### config.mk
export PLATFORM = sky130hd
export DESIGN_NAME = rca_accum
export DESIGN_NICKNAME = d
export VERILOG_FILES = /design/src/rtl/rca_accum.sv
export SDC_FILE = /design/constraint.sdc
export NUM_CORES = 1
export LEC_CHECK = 0
export BUFFER_PORTS_ARGS = -buffer_cell sky130_fd_sc_hd__buf_2
export CORE_ASPECT_RATIO = 0.5
export CORE_MARGIN = 2
export CORE_UTILIZATION = 47
export CTS_CLUSTER_SIZE = 12
export DETAILED_ROUTE_END_ITERATION = 10
export PLACE_DENSITY = 0.86
export SLEW_MARGIN = 20
export SYNTH_ARGS = -nofsm -noshare
export SYNTH_HDL_FRONTEND = slang
export SYNTH_HIERARCHICAL = 1
export SYNTH_SLANG_ARGS = --single-unit
### constraint.sdc
create_clock -name clk -period 12.5 [get_ports clk]
set_input_delay 1.25 -clock clk [delete_from_list [all_inputs] [get_ports clk]]
set_output_delay 1.25 -clock clk [all_outputs]
set_load 0.01 [all_outputs]
### src/rtl/rca_accum.sv
// Frame accumulator: sums valid/ready operand frames through a ripple-carry adder
// and reports sum, saturating carry-out count and saturating operand count.

module rca #(
   parameter int WIDTH = 32
) (
   input  logic [WIDTH-1:0] a,
   input  logic [WIDTH-1:0] b,
   input  logic             cin,
   output logic [WIDTH-1:0] sum,
   output logic             cout
);

   always_comb begin
      logic carry;
      carry = cin;
      sum   = '0;
      for (int unsigned i = 0; i < WIDTH; i++) begin
         sum[i] = a[i] ^ b[i] ^ carry;
         carry  = (a[i] & b[i]) | (carry & (a[i] ^ b[i]));
      end
      cout = carry;
   end

endmodule

module rca_accum #(
   parameter int WIDTH = 32,
   parameter int CNT_W = 8
) (
   input  logic             clk,
   input  logic             rst,
   input  logic             in_valid,
   output logic             in_ready,
   input  logic [WIDTH-1:0] in_data,
   input  logic             in_last,
   output logic             out_valid,
   input  logic             out_ready,
   output logic [WIDTH-1:0] out_sum,
   output logic [CNT_W-1:0] out_ovf_cnt,
   output logic [CNT_W-1:0] out_op_cnt
);

   typedef enum logic [1:0] {INIT, ACCUM, DONE} state_t;

   localparam logic [CNT_W-1:0] CNT_ONE = CNT_W'(1);

   state_t           state;
   logic [WIDTH-1:0] acc;
   logic [CNT_W-1:0] ovf_cnt;
   logic [CNT_W-1:0] op_cnt;
   logic [WIDTH-1:0] add_sum;
   logic             add_cout;

   rca #(.WIDTH(WIDTH)) u_rca (
      .a    (acc),
      .b    (in_data),
      .cin  (1'b0),
      .sum  (add_sum),
      .cout (add_cout)
   );

   // Handshake inputs are only examined in the state where that handshake can occur,
   // so X on an idle control input never reaches the state registers.
   always_ff @(posedge clk or posedge rst) begin
      if (rst) begin
         state     <= INIT;
         acc       <= '0;
         ovf_cnt   <= '0;
         op_cnt    <= '0;
         in_ready  <= 1'b0;
         out_valid <= 1'b0;
      end else begin
         case (state)
            INIT: begin
               state     <= ACCUM;
               in_ready  <= 1'b1;
               out_valid <= 1'b0;
            end
            ACCUM: begin
               if (in_valid) begin
                  acc <= add_sum;
                  if (add_cout && (ovf_cnt != '1)) ovf_cnt <= ovf_cnt + CNT_ONE;
                  if (op_cnt != '1) op_cnt <= op_cnt + CNT_ONE;
                  if (in_last) begin
                     state     <= DONE;
                     in_ready  <= 1'b0;
                     out_valid <= 1'b1;
                  end
               end
            end
            DONE: begin
               if (out_ready) begin
                  acc       <= '0;
                  ovf_cnt   <= '0;
                  op_cnt    <= '0;
                  state     <= ACCUM;
                  in_ready  <= 1'b1;
                  out_valid <= 1'b0;
               end
            end
            default: begin
               state     <= INIT;
               in_ready  <= 1'b0;
               out_valid <= 1'b0;
            end
         endcase
      end
   end

   assign out_sum     = acc;
   assign out_ovf_cnt = ovf_cnt;
   assign out_op_cnt  = op_cnt;

endmodule

== Yosys cells after proc, flatten, opt, wreduce, memory -nomap -nowiden ==
Cells that the tools add are included.
Storage, ports and cells
  register bits: 52
  bits in latches: 0
  RAM bits: 0
  ROM bits: 0
  input port bits: 37
  output and inout bits: 50
  logic and storage cells: 203
  memories kept: 0
Operators by class
  add/subtract/negate cells: 2
  multipliers: 0
  div/mod/pow operators: 0
  $lt $le $gt $ge: 0
  equality and inequality tests: 9
  shift-type cells: 0
  mux-type cells: 22
  bitwise gates (word level): 157
  reductions and logical operators: 7
Operators by type and width (count)
  $mux 32: 2
  $pmux 32 s2: 1
  $and 1x1->1: 63
  $xor 1x1->1: 63
  $mux 8: 5
  $pmux 8 s2: 2
  $or 1x1->1: 31
  $add 8x1->8 const B: 2
  $ne 8x8->1 const B: 2
  $ne 2x2->1 const B: 5
  $reduce_and 4->1: 2
  $mux 1: 6
  $mux 2: 3
  $pmux 2 s3: 1
  $reduce_and 3->1: 2
  $pmux 1 s3: 1
  $eq 2x1->1 const B: 1
  $eq 2x2->1 const B: 1
  $logic_not 2->1: 1
  $pmux 1 s2: 1
  $reduce_bool 2->1: 1
  $logic_and 1x1->1: 1

== Longest topological paths before layout ==
Gate-level depths: netlist of the first run.
  depth in word-level cells: 67
  mapped depth: 40
  gate-level depth less buffers: 39

== Cells and area by module ==
The synthesis of the first run kept the hierarchy.
By module, submodules not included
  rca_accum: instances 1, cells an instance 263, area each 2429.8 um^2, seq. area each 1301.2 um^2
  rca: instances 1, cells an instance 42, area each 678.2 um^2, seq. area each 0.0 um^2

== Least setup slack after synthesis of the first run ==
Ideal clock, no wire load.
  kind: input port to flip-flop
  start point: in in_data[0]
  end point: reg ovf_cnt[1], in the netlist out_ovf_cnt[1]
  setup time: 79 ps
  arrival: 13803 ps
  path slack: -1382 ps
  stages on the path: 40
  path buffers: 1
  cell sequence: fa_1 fa_1 fa_1 fa_1 fa_1 fa_1 fa_1 fa_1 fa_1 fa_1 fa_1 fa_1 fa_1 fa_1 fa_1 fa_1 inv_1 fa_1 (+4 left out) fa_1 fa_1 fa_1 fa_1 fa_1 fa_1 fa_1 fa_1 fa_1 fa_1 fa_1 inv_1 fa_1 inv_1 o21ai_1 a21o_1 buf_2 mux2i_1
On the way
  word-level cells in the longest chain between the ends: 66
Ends and longest elaborated chain
  start: declaration: RTL line 35  | input logic [WIDTH-1:0] in_data,
  $and 1x1->1 (2 in series): RTL line 20  | carry = (a[i] & b[i]) | (carry & (a[i] ^ b[i]));
  $or 1x1->1: RTL line 20
  $and 1x1->1: RTL line 20
  $or 1x1->1: RTL line 20
  $and 1x1->1: RTL line 20
  $or 1x1->1: RTL line 20
  $and 1x1->1: RTL line 20
  $or 1x1->1: RTL line 20
  (+50 left out)
  $and 1x1->1: RTL line 20
  $or 1x1->1: RTL line 20
  $and 1x1->1: RTL line 20
  $or 1x1->1: RTL line 20
  net add_cout: RTL line 53  | logic add_cout;
  $logic_and 1x1->1: RTL line 83  | if (add_cout && (ovf_cnt != '1)) ovf_cnt <= ovf_cnt + CNT_ONE;
  $ne 2x2->1 (no line)
  $reduce_and 4->1 (no line)
  end signal: assignment: RTL line 83
  end: declaration: RTL line 50  | logic [CNT_W-1:0] ovf_cnt;
The timed path passes the listed nets, and every way through them passes these cells.
A chain may end at the register's enable or synchronous reset.

== Final worst setup path of the first run ==
  start point: in in_data[0]
  end point: reg ovf_cnt[6], in the netlist out_ovf_cnt[6]
The elaborated chain is that of the path after synthesis.

==> results.md, run 1 <==
* Outcome: finished with violations
* Failing checks: negative setup slack
* Clock Tree Buf Depth at 2
* Pwr/cell area at 224 nW/µm²
* Async SR Flop Fraction at 100%
* Largest family of logic cells by synthesized area: adder cells
* Post-route ant nets at 0
* Setup CP Type: input pin to flop
* First DRT Iteration DRCs at 239
* Worst Hold Class: flop to flop
* Top cell type's share of synthesized area at 41.9%
* Critical path endpoint category: flop
* IO buf count at 86
* Multiplexer share of the synthesized area at 0.322%
* Wirelength per Cell at 14.8 µm
* Unrepaired setup endpoints after global routing: yes
* Leakage power at 1.86 nW
* Relative max-transition margin at 40.2%
* Antenna cells at 0
* Synth Area in Compound Gates at 14.7%
* CTS Buf Count at 5
* Via count at 2479
* Final hold viol count at 0
* Pin count of the biggest net entering global routing at 53
* Post-CTS Repair Setup Buffers at 0
* Worst skew pair latency at 290 ps
* Worst-Margin Slew at 896 ps
* CP startpoint kind: input pin
* CP Data Arrival Time at 12900 ps
* Syn avg cell area at 10.2 µm²
* Area leader, netlist: dfrtp_1
* Root buf cell: clkbuf_16
* Fmax achieved at 0.0786 GHz
* Max-cap violations at 0
* Top Usage Layer GRT: met2
* Post-synth cell types at 44
* Placed insts at 464
* Full die area at 7320 µm²
* CTS sink cnt at 52
* Peak supply drop at 0.0881 mV
* Fraction of layout cells with a size suffix above 1 at 38.0%
* Area Growth Syn to Fin at 23.6%
* Die Width at 119 µm
* Clock skew at 5.11 ps
* Simple-gate area share of the yosys netlist at 16.4%
* Crit path largest cell delay at 380 ps
* Routed wire length at 7010 µm
* # setup viols final at 9
* Clk pin slew, worst setup/hold paths at 70 ps
* Gpl congestion at 0.848
* Final Max Slew Viols at 0
* Family with the most delay on the worst path: adder cells
* Via-to-Cell Ratio at 5.25
* Met1 Use GR at 26.7%
* Commonest cells after routing, fill and taps aside: 85 x buf_2, 74 x nand2_1, 52 x dfrtp_1, 39 x o21ai_0, 32 x fa_2
* FP Rows at 20
* Layout net count at 454
* Initial Utilization at 49.9%
* Worst Path Buf+Inv at 6
* Tot Pwr at 859 µW
* Fill count at 518
* Core box area at 6230 µm²
* Final Non-Filler Cells at 472
* Required time worst endpoint at 12680 ps
* Post-synth EDFFs at 0
* Drt pass-1 iters at 4
* CP max stage cell: fa_2
* M2 GR Usage at 34.4%
* Period utilization at 102%
* TritonCTS clock tree: built
* Syn Nets at 376
* Tmin final at 12720 ps
* Ports at 87
* Adder-cell area share of the yosys netlist at 21.4%
* Most common cell after layout, fill and taps aside: buf_2
* Initial antenna violation count at 0
* Synthesized area at 3110 µm²
* #FFs+latches synth at 52
* First-pass GRT wire length at 11500 µm
* H-tree depth at 2
* Global-route usage over all layers at 20.2%
* Hpwl dp at 5050 µm
* Number of remaining DRC errors at 0
* Synth Area in XOR/XNOR at 0%
* Met3 Use GR at 4.35%
* Grt ovf at 0
* Synth warnings at 6
* Vias in the first global route at 2423
* Critical Path Most Common Cell: fa_2
* Mapped Cells at 305
* Crit Path Max Fanout at 7
* Fin worst setup slack at -224 ps
* Die height at 61.5 µm
* Share of synthesized area occupied by flip-flops and latches at 41.9%
* Ranking of synthesized cells by area: dfrtp_1 42%, fa_1 21%, nand2_1 9.2%
* Ys flop type: dfrtp_1
-- metal layers --
metal  routed length (µm)  vias up
met5                    0        -
met4                  127        0
met3                  324       14
met2                 3460       56
met1                 3090     1232
li1                     -     1177
-- power by group --
part	internal [mW]	total [mW]	switching [mW]
logic	0.186	0.404	0.218
registers	0.234	0.315	0.0814
clock network	0.0790	0.139	0.0603
total	0.499	0.859	0.359
-- flip-flops by register name, summed over array words and instances, names as in the netlist --
name,count
state,2
out_sum,32
out_valid,1
out_op_cnt,8
out_ovf_cnt,8
in_ready,1
-- area by class of cell --
class                   instances  area [µm²]  area share (%)
repair buffers                 89         463            12.1
clock buffers                   6         139            3.62
flip-flops and latches         52        1300            33.9
inverters                      16        61.3            1.60
multi-input cells             219        1760            45.7
clock inverters                 2        10.0           0.261
well taps                      88         110            2.87
-- worst paths after layout --
path | startpoint | slack (ps) | endpoint | depth (start not counted)
max in group asynchronous | rst | 10850 | out_sum[17]$_DFFE_PP0P_ | 2
worst max register to register | out_sum[0]$_DFFE_PP0P_ | 360 | out_ovf_cnt[6]$_DFFE_PP0P_ | 40
worst min register to register | out_sum[16]$_DFFE_PP0P_ | 510 | out_sum[16]$_DFFE_PP0P_ | 2
worst max-delay path | in_data[0] | -220 | out_ovf_cnt[6]$_DFFE_PP0P_ | 41
worst min-delay path | out_sum[16]$_DFFE_PP0P_ | 510 | out_sum[16]$_DFFE_PP0P_ | 2
min in group asynchronous | rst | 1110 | out_sum[31]$_DFFE_PP0P_ | 2
-- stage by stage --
stage	TNS, ps	hold slack (ps)	instance area, µm²	setup WS (ps)	utilization (%)
6_report	-1820	506	3840	-224	61.6
5_1_grt	-4120	570	3840	-486	61.6
4_1_cts	-1700	510	3830	-209	61.4
2_1_floorplan	-53.0	530	3200	-53.0	-
3_5_place_dp	-4840	494	3660	-608	58.7
3_3_place_gp	-3240	489	3660	-410	58.7
-- cells in the mapped netlist, types with 4 or more instances --
| master | number |
|---|---|
| nand2_1 | 76 |
| o21ai_0 | 41 |
| nand3_1 | 8 |
| o31ai_1 | 6 |
| nor3_1 | 6 |
| dfrtp_1 | 52 |
| inv_1 | 16 |
| and3_1 | 4 |
| clkbuf_1 | 8 |
| buf_2 | 6 |
| fa_1 | 32 |
| o22a_1 | 6 |
-- worst reg2reg max path, delay by kind of cell, from the launching register on --
family	cells	cell delay (ps)
simple gates	1	50
fa+ha+maj	32	10940
buf+inv	5	350
compound gates	2	260
flops	1	420
-- cells by family (layout without fill, tap and decap cells) --
| logic type | after synthesis | count (layout) |
|---|---|---|
| simple gates | 112 | 112 |
| flops | 52 | 52 |
| other cells | 1 | 1 |
| fa+ha+maj | 34 | 34 |
| compound gates | 71 | 71 |
| mux | 1 | 1 |
| buf+inv | 34 | 113 |
-- repair_timing --
action,in CTS,in global routing
gates resized for setup,10,6
hold buffers,0,0
endpoints found under the setup margin,9,10
Power figures use the tool's default switching activity.
==> run 2, diff against run 1 <==
- ABC_AREA: not set -> 1
- CORE_UTILIZATION: 47 -> 48
- PLACE_DENSITY: 0.86 -> 0.87
==> results.md, run 2 <==
* Sequential share of power at 32.2%
* Comb power frac at 54.8%
* IO buf count at 86
* CP max stage cell: fa_2
* Fraction of layout cells with a size suffix above 1 at 33.5%
* Peak supply drop at 0.102 mV
* Global-route usage over all layers at 19.8%
* Fmax achieved at 0.0785 GHz
* Ports at 87
* Crit path largest cell delay at 420 ps
* Unrepaired setup endpoints after global routing: yes
* Clock power frac at 12.9%
* Number of stages on the worst hold path at 2
* Max reg flops at 32
* Wirelength per Cell at 13.0 µm
* Worst-case reg-to-reg path depth at 38
* Full die area at 7330 µm²
* Vias in the first global route at 2355
* Clock Tree Buf Depth at 2
* Most numerous cell in the Yosys netlist: nand2_1
* Synthesized area at 3180 µm²
* Via count at 2590
* Sw frac at 46.5%
* Outcome: finished with violations
* Initial antenna violation count at 0
* Die height at 61.6 µm
* Max-cap violations at 0
* Fin worst setup slack at -239 ps
* Ranking of synthesized cells by area: dfrtp_1 41%, fa_1 20%, nand2_1 17%
* Final hold viol count at 0
* Worst-Margin Slew at 881 ps
* CTS Hold Bufs at 0
* Mapped Cells at 363
* First DRT Iteration DRCs at 134
* Post-synth top cells: 147 x nand2_1, 52 x dfrtp_1, 32 x fa_1, 25 x o21ai_1
* FP Rows at 20
* Via-to-Cell Ratio at 4.86
* Drt pass-1 iters at 4
* Area Growth Syn to Fin at 23.4%
* Async SR Flop Fraction at 100%
* Share of synthesized area occupied by flip-flops and latches at 40.9%
* Psw at 466 µW
* Failing checks: negative setup slack
* Pwr/cell area at 255 nW/µm²
* H-tree depth at 2
* CTS Buf Count at 5
* Critical Path Most Common Cell: fa_2
* CP Data Arrival Time at 12940 ps
* Clock skew at 7.24 ps
* Leakage power at 1.99 nW
* Critical path endpoint category: flop
* # setup viols final at 9
* Antenna cells at 0
* Syn Nets at 434
* Number of remaining DRC errors at 0
* Core Util, Final at 63.0%
* CTS sink cnt at 52
* Required time worst endpoint at 12710 ps
* Relative max-transition margin at 41.2%
* Hpwl dp at 4900 µm
* CP startpoint kind: input pin
* Ys flop type: dfrtp_1
* Synth warnings at 6
* Final Max Slew Viols at 0
* Crit Path Max Fanout at 1
* Int Power at 536 µW
* Dpl ws at -573 ps
* Worst Hold Class: flop to flop
* Most common cell after layout, fill and taps aside: nand2_1
* Worst skew pair latency at 290 ps
* Top cell type's share of synthesized area at 40.9%
* Syn avg cell area at 8.76 µm²
* Setup CP Type: input pin to flop
* #FFs+latches synth at 52
* Initial Utilization at 51.0%
* Layout net count at 516
* Post-synth EDFFs at 0
* Pin count of the biggest net entering global routing at 67
* Commonest cells after routing, fill and taps aside: 138 x nand2_1, 85 x buf_2, 52 x dfrtp_1, 32 x fa_2, 26 x o21ai_1
* Post-synth cell types at 26
* Core box area at 6230 µm²
* First-pass GRT wire length at 11100 µm
* Worst hold start: out_valid$_DFFE_PP0P_
* Gpl congestion at 0.783
* Post-route ant nets at 0
* Routed wire length at 6920 µm
* TritonCTS clock tree: built
* Grt ovf at 0
* Root buf cell: clkbuf_16
* Tmin final at 12740 ps
* Worst Setup SP: in_data[0]
* Fill count at 530
* Area leader, netlist: dfrtp_1
* Die Width at 119 µm
* R2R Path Start: out_sum[0]$_DFFE_PP0P_
* Post-CTS Repair Setup Buffers at 0
* Period utilization at 102%
* Clk pin slew, worst setup/hold paths at 60 ps
run 2: cell types whose count changed in the layout (fill, tap and decap cells not counted), moves of 3 or more:
| cell | change |
|---|---|
| and3_1 | -4 |
| inv_1 | +9 |
| nand2_1 | +64 |
| nand2_2 | +7 |
| nand3_1 | +3 |
| nor2_1 | +22 |
| nor3_1 | -5 |
| o21ai_0 | -28 |
| o21ai_1 | +26 |
| o22a_1 | -6 |
| o31ai_1 | -6 |
run 2: what timing repair did:
action                                 4_1_cts  5_1_grt
gates resized for setup                     14       10
setup endpoints to repair                    9       10
endpoints found under the hold margin        0        0
pin swaps                                    4        6
run 2: cell families (layout without fill, tap and decap cells):
logic type | count (synthesis) | after routing | share of synthesized area, %
compound gates | 42 | 42 | 6.85
buf+inv | 38 | 120 | 5.94
simple gates | 195 | 195 | 25.0
xor+xnor | 1 | 1 | 0.275
other cells | 1 | 1 | 0.118
flops | 52 | 52 | 40.9
fa+ha+maj | 34 | 34 | 20.9
run 2: layer usage:
metal / track usage (%) / wire length (µm) / vias to the layer above
li1: - / - / 1288
met1: 25.5 / 3110 / 1234
met2: 34.6 / 3430 / 55
met3: 3.89 / 254 / 13
met4: 7.31 / 125 / 0
met5: 0 / 0 / -
run 2: stage by stage:
stage	cell area (µm²)	power [mW]	TNS, ps	hold slack (ps)	std cells
2_1_floorplan	3250	0.707	-34.6	506	363
3_3_place_gp	3710	0.816	-3340	453	526
3_5_place_dp	3710	0.843	-4840	458	526
4_1_cts	3870	0.984	-1220	480	533
5_1_grt	3930	1.11	-4230	525	533
6_report	3930	1.00	-1750	479	533
run 2: path summary, 6_finish.rpt:
| kind | end | slack (ps) |
|---|---|---|
| worst min register to register | out_valid$_DFFE_PP0P_ | 480 |
| worst min-delay path | out_valid$_DFFE_PP0P_ | 480 |
| worst max register to register | out_sum[31]$_DFFE_PP0P_ | 360 |
| worst max-delay path | out_sum[31]$_DFFE_PP0P_ | -240 |
| max in group asynchronous | out_sum[8]$_DFFE_PP0P_ | 10870 |
| min in group asynchronous | out_sum[7]$_DFFE_PP0P_ | 1120 |
run 2: cell type report:
| cell class | count | area [µm²] | area share (%) |
|---|---|---|---|
| repair buffers | 87 | 444 | 11.3 |
| inverters | 26 | 98.8 | 2.52 |
| clock buffers | 6 | 129 | 3.28 |
| clock inverters | 1 | 5.00 | 0.127 |
| flip-flops and latches | 52 | 1300 | 33.1 |
| multi-input cells | 273 | 1840 | 46.8 |
| well taps | 88 | 110 | 2.80 |
run 2: worst max-delay path: cells and delay by family:
kind	cells	cell delay, ps
adder cells (fa/ha/maj)	32	11170
buffers and inverters	5	330
AO/OA/AOI/OAI	1	120
AND/OR/NAND/NOR	1	50
run 2: power by group through the flow:
| stage | combinational [mW] | sequential [mW] | clock [mW] |
|---|---|---|---|
| 2_1_floorplan | 0.367 | 0.340 | 0 |
| 3_3_place_gp | 0.495 | 0.320 | 0 |
| 3_5_place_dp | 0.520 | 0.323 | 0 |
| 4_1_cts | 0.531 | 0.322 | 0.131 |
| 5_1_grt | 0.636 | 0.336 | 0.140 |
| 6_report | 0.549 | 0.323 | 0.130 |
